$ cat src/rtl/riscv_pkg.sv
`default_nettype none
// ============================================================================
// Module      : riscv_pkg
// Description : Shared RV32M decode constants and multiply/divide state type.
// Revision    : 1.0 - initial release
// ============================================================================
package riscv_pkg;

    localparam logic [2:0] F3_MUL    = 3'b000;
    localparam logic [2:0] F3_MULH   = 3'b001;
    localparam logic [2:0] F3_MULHSU = 3'b010;
    localparam logic [2:0] F3_MULHU  = 3'b011;
    localparam logic [2:0] F3_DIV    = 3'b100;
    localparam logic [2:0] F3_DIVU   = 3'b101;
    localparam logic [2:0] F3_REM    = 3'b110;
    localparam logic [2:0] F3_REMU   = 3'b111;

    localparam logic [6:0] FUNCT7_MULDIV = 7'b0000001;

    typedef enum logic [1:0] {
        IDLE  = 2'd0,
        CALC  = 2'd1,
        FIXUP = 2'd2,
        DONE  = 2'd3
    } md_state_t;

endpackage
`default_nettype wire

$ cat src/rtl/muldiv_step.sv
`default_nettype none
// ============================================================================
// Module      : muldiv_step
// Description : One iteration of the iterative unit: BPC shift-add multiply
//               steps or BPC restoring-divide steps.
// Revision    : 1.0 - initial release
// ============================================================================
module muldiv_step #(
    parameter int XLEN = 32,
    parameter int BPC  = 1
) (
    input  logic            is_div,
    input  logic [XLEN:0]   hi_in,
    input  logic [XLEN-1:0] lo_in,
    input  logic [XLEN-1:0] operand,
    output logic [XLEN:0]   hi_out,
    output logic [XLEN-1:0] lo_out
);

    logic [XLEN:0]   h;
    logic [XLEN-1:0] l;
    logic [XLEN:0]   sum;
    logic [XLEN+1:0] diff;

    always_comb begin
        h    = hi_in;
        l    = lo_in;
        sum  = '0;
        diff = '0;
        for (int i = 0; i < BPC; i++) begin
            if (is_div) begin
                // Trial subtract; quotient bit enters lo from the right.
                diff = {h, l[XLEN-1]} - {2'b00, operand};
                if (diff[XLEN+1]) begin
                    h = {h[XLEN-1:0], l[XLEN-1]};
                end else begin
                    h = diff[XLEN:0];
                end
                l = {l[XLEN-2:0], ~diff[XLEN+1]};
            end else begin
                sum = {1'b0, h[XLEN-1:0]} + {1'b0, (l[0] ? operand : '0)};
                h   = {1'b0, sum[XLEN:1]};
                l   = {sum[0], l[XLEN-1:1]};
            end
        end
        hi_out = h;
        lo_out = l;
    end

endmodule
`default_nettype wire

$ cat src/rtl/muldiv_unit.sv
`default_nettype none
// ============================================================================
// Module      : muldiv_unit
// Description : Iterative RV32M multiply/divide execute unit with
//               valid/ready result handshake and flush support.
// Revision    : 1.0 - initial release
// ============================================================================
module muldiv_unit
    import riscv_pkg::*;
#(
    parameter int XLEN         = 32,
    parameter int BPC          = 1,
    parameter int FAST_SPECIAL = 1
) (
    input  logic            clk,
    input  logic            rst,
    input  logic            in_valid,
    output logic            in_ready,
    input  logic [2:0]      funct3,
    input  logic [XLEN-1:0] rs1,
    input  logic [XLEN-1:0] rs2,
    input  logic            flush,
    output logic            out_valid,
    input  logic            out_ready,
    output logic [XLEN-1:0] out_result,
    output logic            busy
);

    localparam int              STEPS    = XLEN / BPC;
    localparam int              CNT_W    = $clog2(STEPS + 1);
    localparam logic [CNT_W-1:0] CNT_INIT = CNT_W'(STEPS);
    localparam logic [XLEN-1:0] MOST_NEG = {1'b1, {(XLEN-1){1'b0}}};

    md_state_t         state, state_nxt;
    logic [2:0]        op;
    logic              res_neg;
    logic [CNT_W-1:0]  cnt;
    logic [XLEN:0]     hi;
    logic [XLEN-1:0]   lo;
    logic [XLEN-1:0]   opb;
    logic [XLEN-1:0]   result;

    logic              accept;
    logic              is_div, a_signed, b_signed, a_neg, b_neg;
    logic [XLEN-1:0]   a_mag, b_mag;
    logic              div_zero, div_ovf, special, go_fast, sign_in;
    logic [XLEN-1:0]   special_res;
    logic [XLEN:0]     step_hi;
    logic [XLEN-1:0]   step_lo;
    logic [2*XLEN-1:0] prod, prod_fix;
    logic [XLEN-1:0]   quo_fix, rem_fix, fix_res;

    assign accept = in_valid && (state == IDLE) && !flush;

    // Operand decode on the request itself; only consumed at accept.
    always_comb begin
        is_div   = funct3[2];
        a_signed = is_div ? !funct3[0] : (funct3 != F3_MULHU);
        b_signed = is_div ? !funct3[0] : (funct3 == F3_MULH);
        a_neg    = a_signed && rs1[XLEN-1];
        b_neg    = b_signed && rs2[XLEN-1];
        a_mag    = a_neg ? -rs1 : rs1;
        b_mag    = b_neg ? -rs2 : rs2;
        div_zero = is_div && (rs2 == '0);
        div_ovf  = is_div && !funct3[0] && (rs1 == MOST_NEG) && (rs2 == '1);
        special  = div_zero || div_ovf;
        go_fast  = (FAST_SPECIAL != 0) && special;
        // Quotient of x/0 is all-ones regardless of operand signs.
        if (!is_div) begin
            sign_in = a_neg ^ b_neg;
        end else if (funct3[1]) begin
            sign_in = a_neg;
        end else begin
            sign_in = (a_neg ^ b_neg) && !div_zero;
        end
        if (div_zero) begin
            special_res = funct3[1] ? rs1 : '1;
        end else begin
            special_res = funct3[1] ? '0 : rs1;
        end
    end

    muldiv_step #(
        .XLEN (XLEN),
        .BPC  (BPC)
    ) u_step (
        .is_div  (op[2]),
        .hi_in   (hi),
        .lo_in   (lo),
        .operand (opb),
        .hi_out  (step_hi),
        .lo_out  (step_lo)
    );

    always_comb begin
        prod     = {hi[XLEN-1:0], lo};
        prod_fix = res_neg ? -prod : prod;
        quo_fix  = res_neg ? -lo : lo;
        rem_fix  = res_neg ? -hi[XLEN-1:0] : hi[XLEN-1:0];
        case (op)
            F3_MUL:                     fix_res = prod_fix[XLEN-1:0];
            F3_MULH, F3_MULHSU, F3_MULHU: fix_res = prod_fix[2*XLEN-1:XLEN];
            F3_DIV, F3_DIVU:            fix_res = quo_fix;
            default:                    fix_res = rem_fix;
        endcase
    end

    always_ff @(posedge clk or negedge rst) begin
        if (!rst) begin
            state <= IDLE;
        end else begin
            state <= state_nxt;
        end
    end

    always_comb begin
        state_nxt = state;
        in_ready  = 1'b0;
        busy      = 1'b1;
        out_valid = 1'b0;
        case (state)
            IDLE: begin
                in_ready = 1'b1;
                busy     = 1'b0;
                if (accept) begin
                    state_nxt = go_fast ? DONE : CALC;
                end
            end
            CALC: begin
                if (cnt == CNT_W'(1)) begin
                    state_nxt = FIXUP;
                end
            end
            FIXUP: begin
                state_nxt = DONE;
            end
            DONE: begin
                out_valid = 1'b1;
                if (out_ready) begin
                    state_nxt = IDLE;
                end
            end
            default: begin
                state_nxt = IDLE;
            end
        endcase
        if (flush) begin
            state_nxt = IDLE;
        end
    end

    always_ff @(posedge clk or negedge rst) begin
        if (!rst) begin
            op      <= '0;
            res_neg <= 1'b0;
            cnt     <= '0;
            hi      <= '0;
            lo      <= '0;
            opb     <= '0;
            result  <= '0;
        end else if (accept) begin
            op      <= funct3;
            res_neg <= sign_in;
            cnt     <= CNT_INIT;
            hi      <= '0;
            lo      <= a_mag;
            opb     <= b_mag;
            if (go_fast) begin
                result <= special_res;
            end
        end else if (state == CALC) begin
            hi  <= step_hi;
            lo  <= step_lo;
            cnt <= cnt - CNT_W'(1);
        end else if (state == FIXUP) begin
            result <= fix_res;
        end
    end

    assign out_result = result;

endmodule
`default_nettype wire

$ cat config.mk
export PLATFORM = sky130hd
export DESIGN_NAME = muldiv_unit
export DESIGN_NICKNAME = d
export VERILOG_FILES = /design/src/rtl/riscv_pkg.sv /design/src/rtl/muldiv_step.sv /design/src/rtl/muldiv_unit.sv
export SDC_FILE = /design/constraint.sdc
export NUM_CORES = 1
export LEC_CHECK = 0
export CELL_PAD_IN_SITES_DETAIL_PLACEMENT = 2
export CELL_PAD_IN_SITES_GLOBAL_PLACEMENT = 2
export CORE_MARGIN = 2
export CORE_UTILIZATION = 33
export CTS_BUF_LIST = sky130_fd_sc_hd__clkbuf_16
export DETAILED_ROUTE_END_ITERATION = 7
export PLACE_DENSITY_LB_ADDON = 0.1
export SLEW_MARGIN = 40
export SYNTH_ARGS = -nofsm -noshare
export SYNTH_HDL_FRONTEND = slang
export SYNTH_HIERARCHICAL = 1
export SYNTH_SLANG_ARGS = --single-unit
$ cat constraint.sdc
create_clock -name clk -period 3.3 [get_ports clk]
set_input_delay 0.66 -clock clk [delete_from_list [all_inputs] [get_ports clk]]
set_output_delay 0.66 -clock clk [all_outputs]
set_load 0.02 [all_outputs]
# After elaboration in Yosys (flattened, before gate mapping)
# Index checks and enable logic that the tools add are counted.
[word_totals] word_cells=94 register_bits=141 out_inout_bits=35
[op_classes] eq_ne=18 mux=36 bitwise=2 n_reduce_logical=22 addsub=8
[ops] op="two-way mux 32 bit" count=15
[ops] op="two-way mux 33 bit" count=4
[ops] op="negation 32 bit" count=4
[ops] op="one-hot mux 32 bit (3 select lines)" count=1
[ops] op="equality test 32 bit, second input constant" count=2
[ops] op="two-way mux 64 bit" count=1
[ops] op="negation 64 bit" count=1
[ops] op="subtractor 34 x 32 -> 34 bit" count=1
[ops] op="adder 32 x 32 -> 33 bit" count=1
[ops] op="zero test 32 bit" count=1
[ops] op="two-way mux 6 bit" count=2
[ops] op="two-way mux 2 bit" count=5
[ops] op="logical AND 1 bit" count=9
[ops] op="inequality test 3 bit, second input constant" count=3
[ops] op="one-hot mux 2 bit (4 select lines)" count=1
[ops] op="two-way mux 1 bit" count=7
[ops] op="equality test 3 x 1 -> 1 bit, second input constant" count=2
[ops] op="equality test 3 x 2 -> 1 bit, second input constant" count=2
[ops] op="equality test 3 bit, second input constant" count=2
[ops] op="equality test 6 x 1 -> 1 bit, second input constant" count=1
[ops] op="AND reduction 3 bit" count=2
[ops] op="subtractor 6 x 1 -> 6 bit, second input constant" count=1
[ops] op="equality test 2 bit, second input constant" count=2
[ops] op="nonzero test 2 bit" count=2
[ops] op="other kinds (12)" count=14

# Longest topological paths before layout
[depth] word_depth=9 ltp_mapped=16 depth_no_buf=14

# Hierarchy
# The synthesis kept the hierarchy.
[by_module_without_submodules] module="muldiv_unit" seq_area_each_um2=3528.4 n_inst=1 cells_per_inst=1332 area_each_um2=10724.0
[by_module_without_submodules] module="muldiv_step" seq_area_each_um2=0.0 n_inst=1 cells_per_inst=708 area_each_um2=4798.4

# Least setup slack after synthesis
# OpenSTA, ideal clock, no wires.
[synth_timing] kind="reg2reg" from="reg lo[0]" to="reg hi[31]" slack_ns=0.058 stages_incl_launch_ff=16 arrival_ns=3.110 setup_time_ns=0.132 path_buffers=1 synth_period_minus_slack_ns=3.242 path_cell_list="dfrtp_1 > clkbuf_1 > and2_1 > ha_1 > fa_1 > a211oi_1 > o211ai_1 > a31oi_1 > a2111o_1 > a31oi_1 > o41ai_1 > o21ai_0 > nand2_1 > a32oi_1 > mux2i_1 > nor2_1"
[synth_between] elab_chain_len=5
[synth_rtl] item="from (decl)" line="muldiv_unit.sv:39" source="logic [XLEN-1:0] lo;"
[synth_rtl] item="from (signal assigned)" line="muldiv_unit.sv:166" source="lo <= a_mag;"
[synth_rtl] item="from (signal assigned)" line="muldiv_unit.sv:173" source="lo <= step_lo;"
[synth_rtl] item="two-way mux 32 bit" line="muldiv_step.sv:41" source="sum = {1'b0, h[XLEN-1:0]} + {1'b0, (l[0] ? operand : '0)};"
[synth_rtl] item="adder 32 x 32 -> 33 bit" line="muldiv_step.sv:41"
[synth_rtl] item="two-way mux 33 bit" line="muldiv_step.sv:31" source="if (is_div) begin"
[synth_rtl] item="net step_hi[31]" line="muldiv_unit.sv:48" source="logic [XLEN:0] step_hi;"
[synth_rtl] item="two-way mux 33 bit" line="muldiv_unit.sv:171" source="end else if (state == CALC) begin"
[synth_rtl] item="two-way mux 33 bit" line="muldiv_unit.sv:161" source="end else if (accept) begin"
[synth_rtl] item="to (signal assigned)" line="muldiv_unit.sv:172" source="hi <= step_hi;"
[synth_rtl] item="to (decl)" line="muldiv_unit.sv:38" source="logic [XLEN:0] hi;"
# The timed path passes the listed nets, and every way through them passes these cells. The select of a mux whose other input is x is not followed.
# A chain may end at the register's enable or synchronous reset.

# Worst setup path after layout
[layout_timing] from="reg lo[0]" to="reg hi[27]"
# Same word-level chain as after synthesis.

==> metrics.yaml <==
status: "finished with violations"
violations: "setup timing"
final_nets: 2601
grt_overflow: 0
dieArea_mm2: 0.0488
vias: 19350
start_util_pct: 33.4
crit_fanout: 5
power.internal_mw: 12.3
max_stage_delay_ps: 490
synth_fp_nets: 2190
drt_pass1_iterations: 6
synth_warnings: 6
critical_path_class: "reg2reg"
port_buffers: 106
mappedNetlistArea_mm2: 0.0155
cap_viol_max_count: 0
min-delay-path-class: "in2async"
dp_cells: 2989
routed_wl_mm: 94.1
finClkSkew_ps: 28.9
synth_area_leaders: "dfrtp_1, o21ai_0, mux2i_1"
crit_buf_inv: 4
grt_usage_pct: 33.9
grt_pass1_vias: 19920
synth_flop_cell: "dfrtp_1"
path_cells: "buf_6 > buf_6 > and2_4 > ha_4 > o211ai_1 > o211ai_1 > a31oi_1 > buf_4 > a2111o_1 > a31oi_4 > o41ai_4 > buf_4 > xor2_1 > a21oi_1 > mux2i_1 > nor2_1"
fin_ws_ps: -287
dp_hpwl_mm: 63.0
grt_first_pass_wirelength_mm: 127
p_clk_share_pct: 8.8
rsz0062_at_grt: "true"
min_period_ps: 3590
slew_viol_final: 0
grt_max_degree: 71
hold_viol_final: 0
cts.htree.levels: 4
viasPerCell: 6.30
drc: 0
p_sw_share_pct: 53.0
ys_seq_elements: 141
cp_slowest_cell: "a2111o_1"
critPathRequiredTime_ps: 3710
p_seq_share_pct: 13.7
ctsHoldBuffers: 0
synth_top_area_cell: "dfrtp_1"
fin_setup_tns_ps: -2930
wl_per_cell_um: 30.6
peakVddDrop_uv: 645
post_synth.cell_area_avg_um2: 7.61
rr_startpoint: "lo[0]$_DFFE_PN0P_"
cts.path.max_buffers: 2
syn_to_final_growth_pct: 40.9
synth_edf_count: 0
fin_crit_sh_pct: 109
syn_inst: 2040
yosysTopAreaCellShare_pct: 22.7
synth.distinct_cells: 92
io_pins: 107
p_sw_mw: 13.9
layout-drive-gt1-share_pct: 27.6
fp.dieH_um: 221
detail-route-antenna-nets: 0
cts_sinks: 141
gp_congestion: 0.923
end_kind: "flop"
p_per_area_mw_per_mm2: 1200
antenna_found_initial: 3
startpoint_type: "flop"
rows: 79
synth-async-reset-ratio_pct: 100
final_cell_count_no_fill: 3073
die_x_um: 221
cp_data_arrival_time_ps: 3990
clk_transition_reported_paths_ps: 70
max_freq_mhz: 279
crit_path_start: "lo[0]$_DFFE_PN0P_"
p_comb_share_pct: 77.5
cts_buffers: 17
drt_iter0_markers: 1799
p_leak_nw: 9.11
rr_worst_depth: 16
rr_endpoint: "hi[27]$_DFFE_PN0P_"
cts_tree: "done"
setup_viol: 26
ys_seq_area_share_pct: 22.7
clockRootBuffer: "clkbuf_16"
r2r_slack_ps: -290
core-area_mm2: 0.0465
relSlewSlack_pct: 49.1
worst_pin_slew_ps: 763
clk_latency_ps: 500
cp_top_family: "compound AO/OA/AOI/OAI gates"
[area by class of cell]
class / instances / area [µm²]
fillers: 5117 / 24600
flip-flops and latches: 141 / 3550
repair buffers: 532 / 4550
clock buffers: 17 / 425
clock inverters: 14 / 218
well taps: 607 / 759
multi-input cells: 1682 / 12100
diodes: 3 / 7.51
inverters: 77 / 297
[Yosys cell counts (all sizes together), types with 5 or more instances]
| cell | number |
|---|---|
| a211o | 5 |
| a211oi | 25 |
| a21o | 25 |
| a21oi | 132 |
| a221oi | 11 |
| a22oi | 5 |
| a311oi | 9 |
| a31oi | 32 |
| a41oi | 5 |
| and2 | 42 |
| and3 | 12 |
| and4 | 5 |
| buf | 26 |
| clkbuf | 116 |
| dfrtp | 141 |
| ha | 76 |
| inv | 76 |
| maj3 | 15 |
| mux2 | 36 |
| mux2i | 97 |
| nand2 | 204 |
| nand2b | 27 |
| nand3 | 34 |
| nand3b | 6 |
| nand4 | 25 |
| nor2 | 169 |
| nor2b | 10 |
| nor3 | 51 |
| nor4 | 44 |
| o211ai | 22 |
| o21a | 13 |
| o21ai | 207 |
| o21bai | 7 |
| o221ai | 5 |
| o22ai | 9 |
| o31ai | 26 |
| o32ai | 5 |
| o41ai | 25 |
| or2 | 9 |
| or3 | 22 |
| or4 | 19 |
| xnor2 | 86 |
| xor2 | 62 |
[state kept, by name, summed over array words and instances, names as in the netlist]
name,flops
out_result,32
opb,32
op,3
cnt,6
lo,32
hi,33
res_neg,1
state,2
[metal layers]
metal	GRT usage, %	vias to the layer above	part of all wire (%)	routed length [µm]
li1	-	8280	-	-
met1	45.9	9986	43	40500
met2	53.6	864	46	42900
met3	7.41	220	7.7	7230
met4	10.7	0	3.8	3590
met5	0	-	0	0
[worst max-delay path by stage]
| stage | to | cells past startpoint |
|---|---|---|
| after floorplan | hi[31]$_DFFE_PN0P_ | 15 |
| after global placement | out_result[18]$_DFFE_PN0P_ | 11 |
| after detailed placement | out_result[28]$_DFFE_PN0P_ | 12 |
| after CTS | hi[26]$_DFFE_PN0P_ | 17 |
| after global routing | hi[27]$_DFFE_PN0P_ | 16 |
| final | hi[27]$_DFFE_PN0P_ | 16 |
[cells by family after synthesis]
group | synth area share, %
compound gates | 25.0
xor+xnor | 8.35
fa+ha+maj | 7.35
buf+inv | 5.66
flops | 22.7
mux | 8.89
simple gates | 22.1
[power groups by stage]
stage	logic [mW]	clock network (mW)	registers, mW
after floorplan	9.45	0	3.41
after global placement	16.4	0	3.39
after detailed placement	17.0	0	3.43
after CTS	17.6	2.31	3.43
after global routing	21.3	2.37	3.63
final	20.3	2.31	3.60
[through the flow]
stage / setup slack [ps] / hold WS, ps / instance area, µm² / utilization (%) / total power [mW]
floorplan: 58.1 / 364 / 15500 / - / 12.9
CTS: -33.0 / 149 / 20900 / 44.9 / 23.4
detailed placement: -495 / 480 / 19800 / 42.6 / 20.5
global placement: -415 / 469 / 19800 / 42.6 / 19.7
finish: -287 / 140 / 21900 / 47.1 / 26.2
global route: -363 / 185 / 21900 / 47.1 / 27.3
[placed cells by master, fill, tap and decap left out, types with 15 or more instances in the layout]
master,count
nor3_1,42
nor2_1,161
ha_1,51
a21o_1,24
clkdlybuf4s50_1,105
buf_4,392
nand2b_1,25
mux2_2,35
nand2_1,200
ha_4,20
or3_1,20
o31ai_1,21
or4_1,15
inv_1,70
a21oi_1,122
xor2_1,62
o211ai_1,22
nand3_1,34
o41ai_1,21
xnor2_1,81
a31oi_1,26
nor4_1,37
dfrtp_1,124
mux2i_1,93
a211oi_1,19
maj3_1,15
buf_6,18
buf_12,15
and2_1,36
o21ai_0,181
dfrtp_2,17
nand4_1,25
clkbuf_16,19
[repair_timing]
item                       CTS  global route
setup endpoints to repair   42            67
setup buffers               12            36
pin swaps                   36            81
gates resized for setup     69           153
cloned                       0             4
Note: power is estimated with default switching activity, not from simulation.
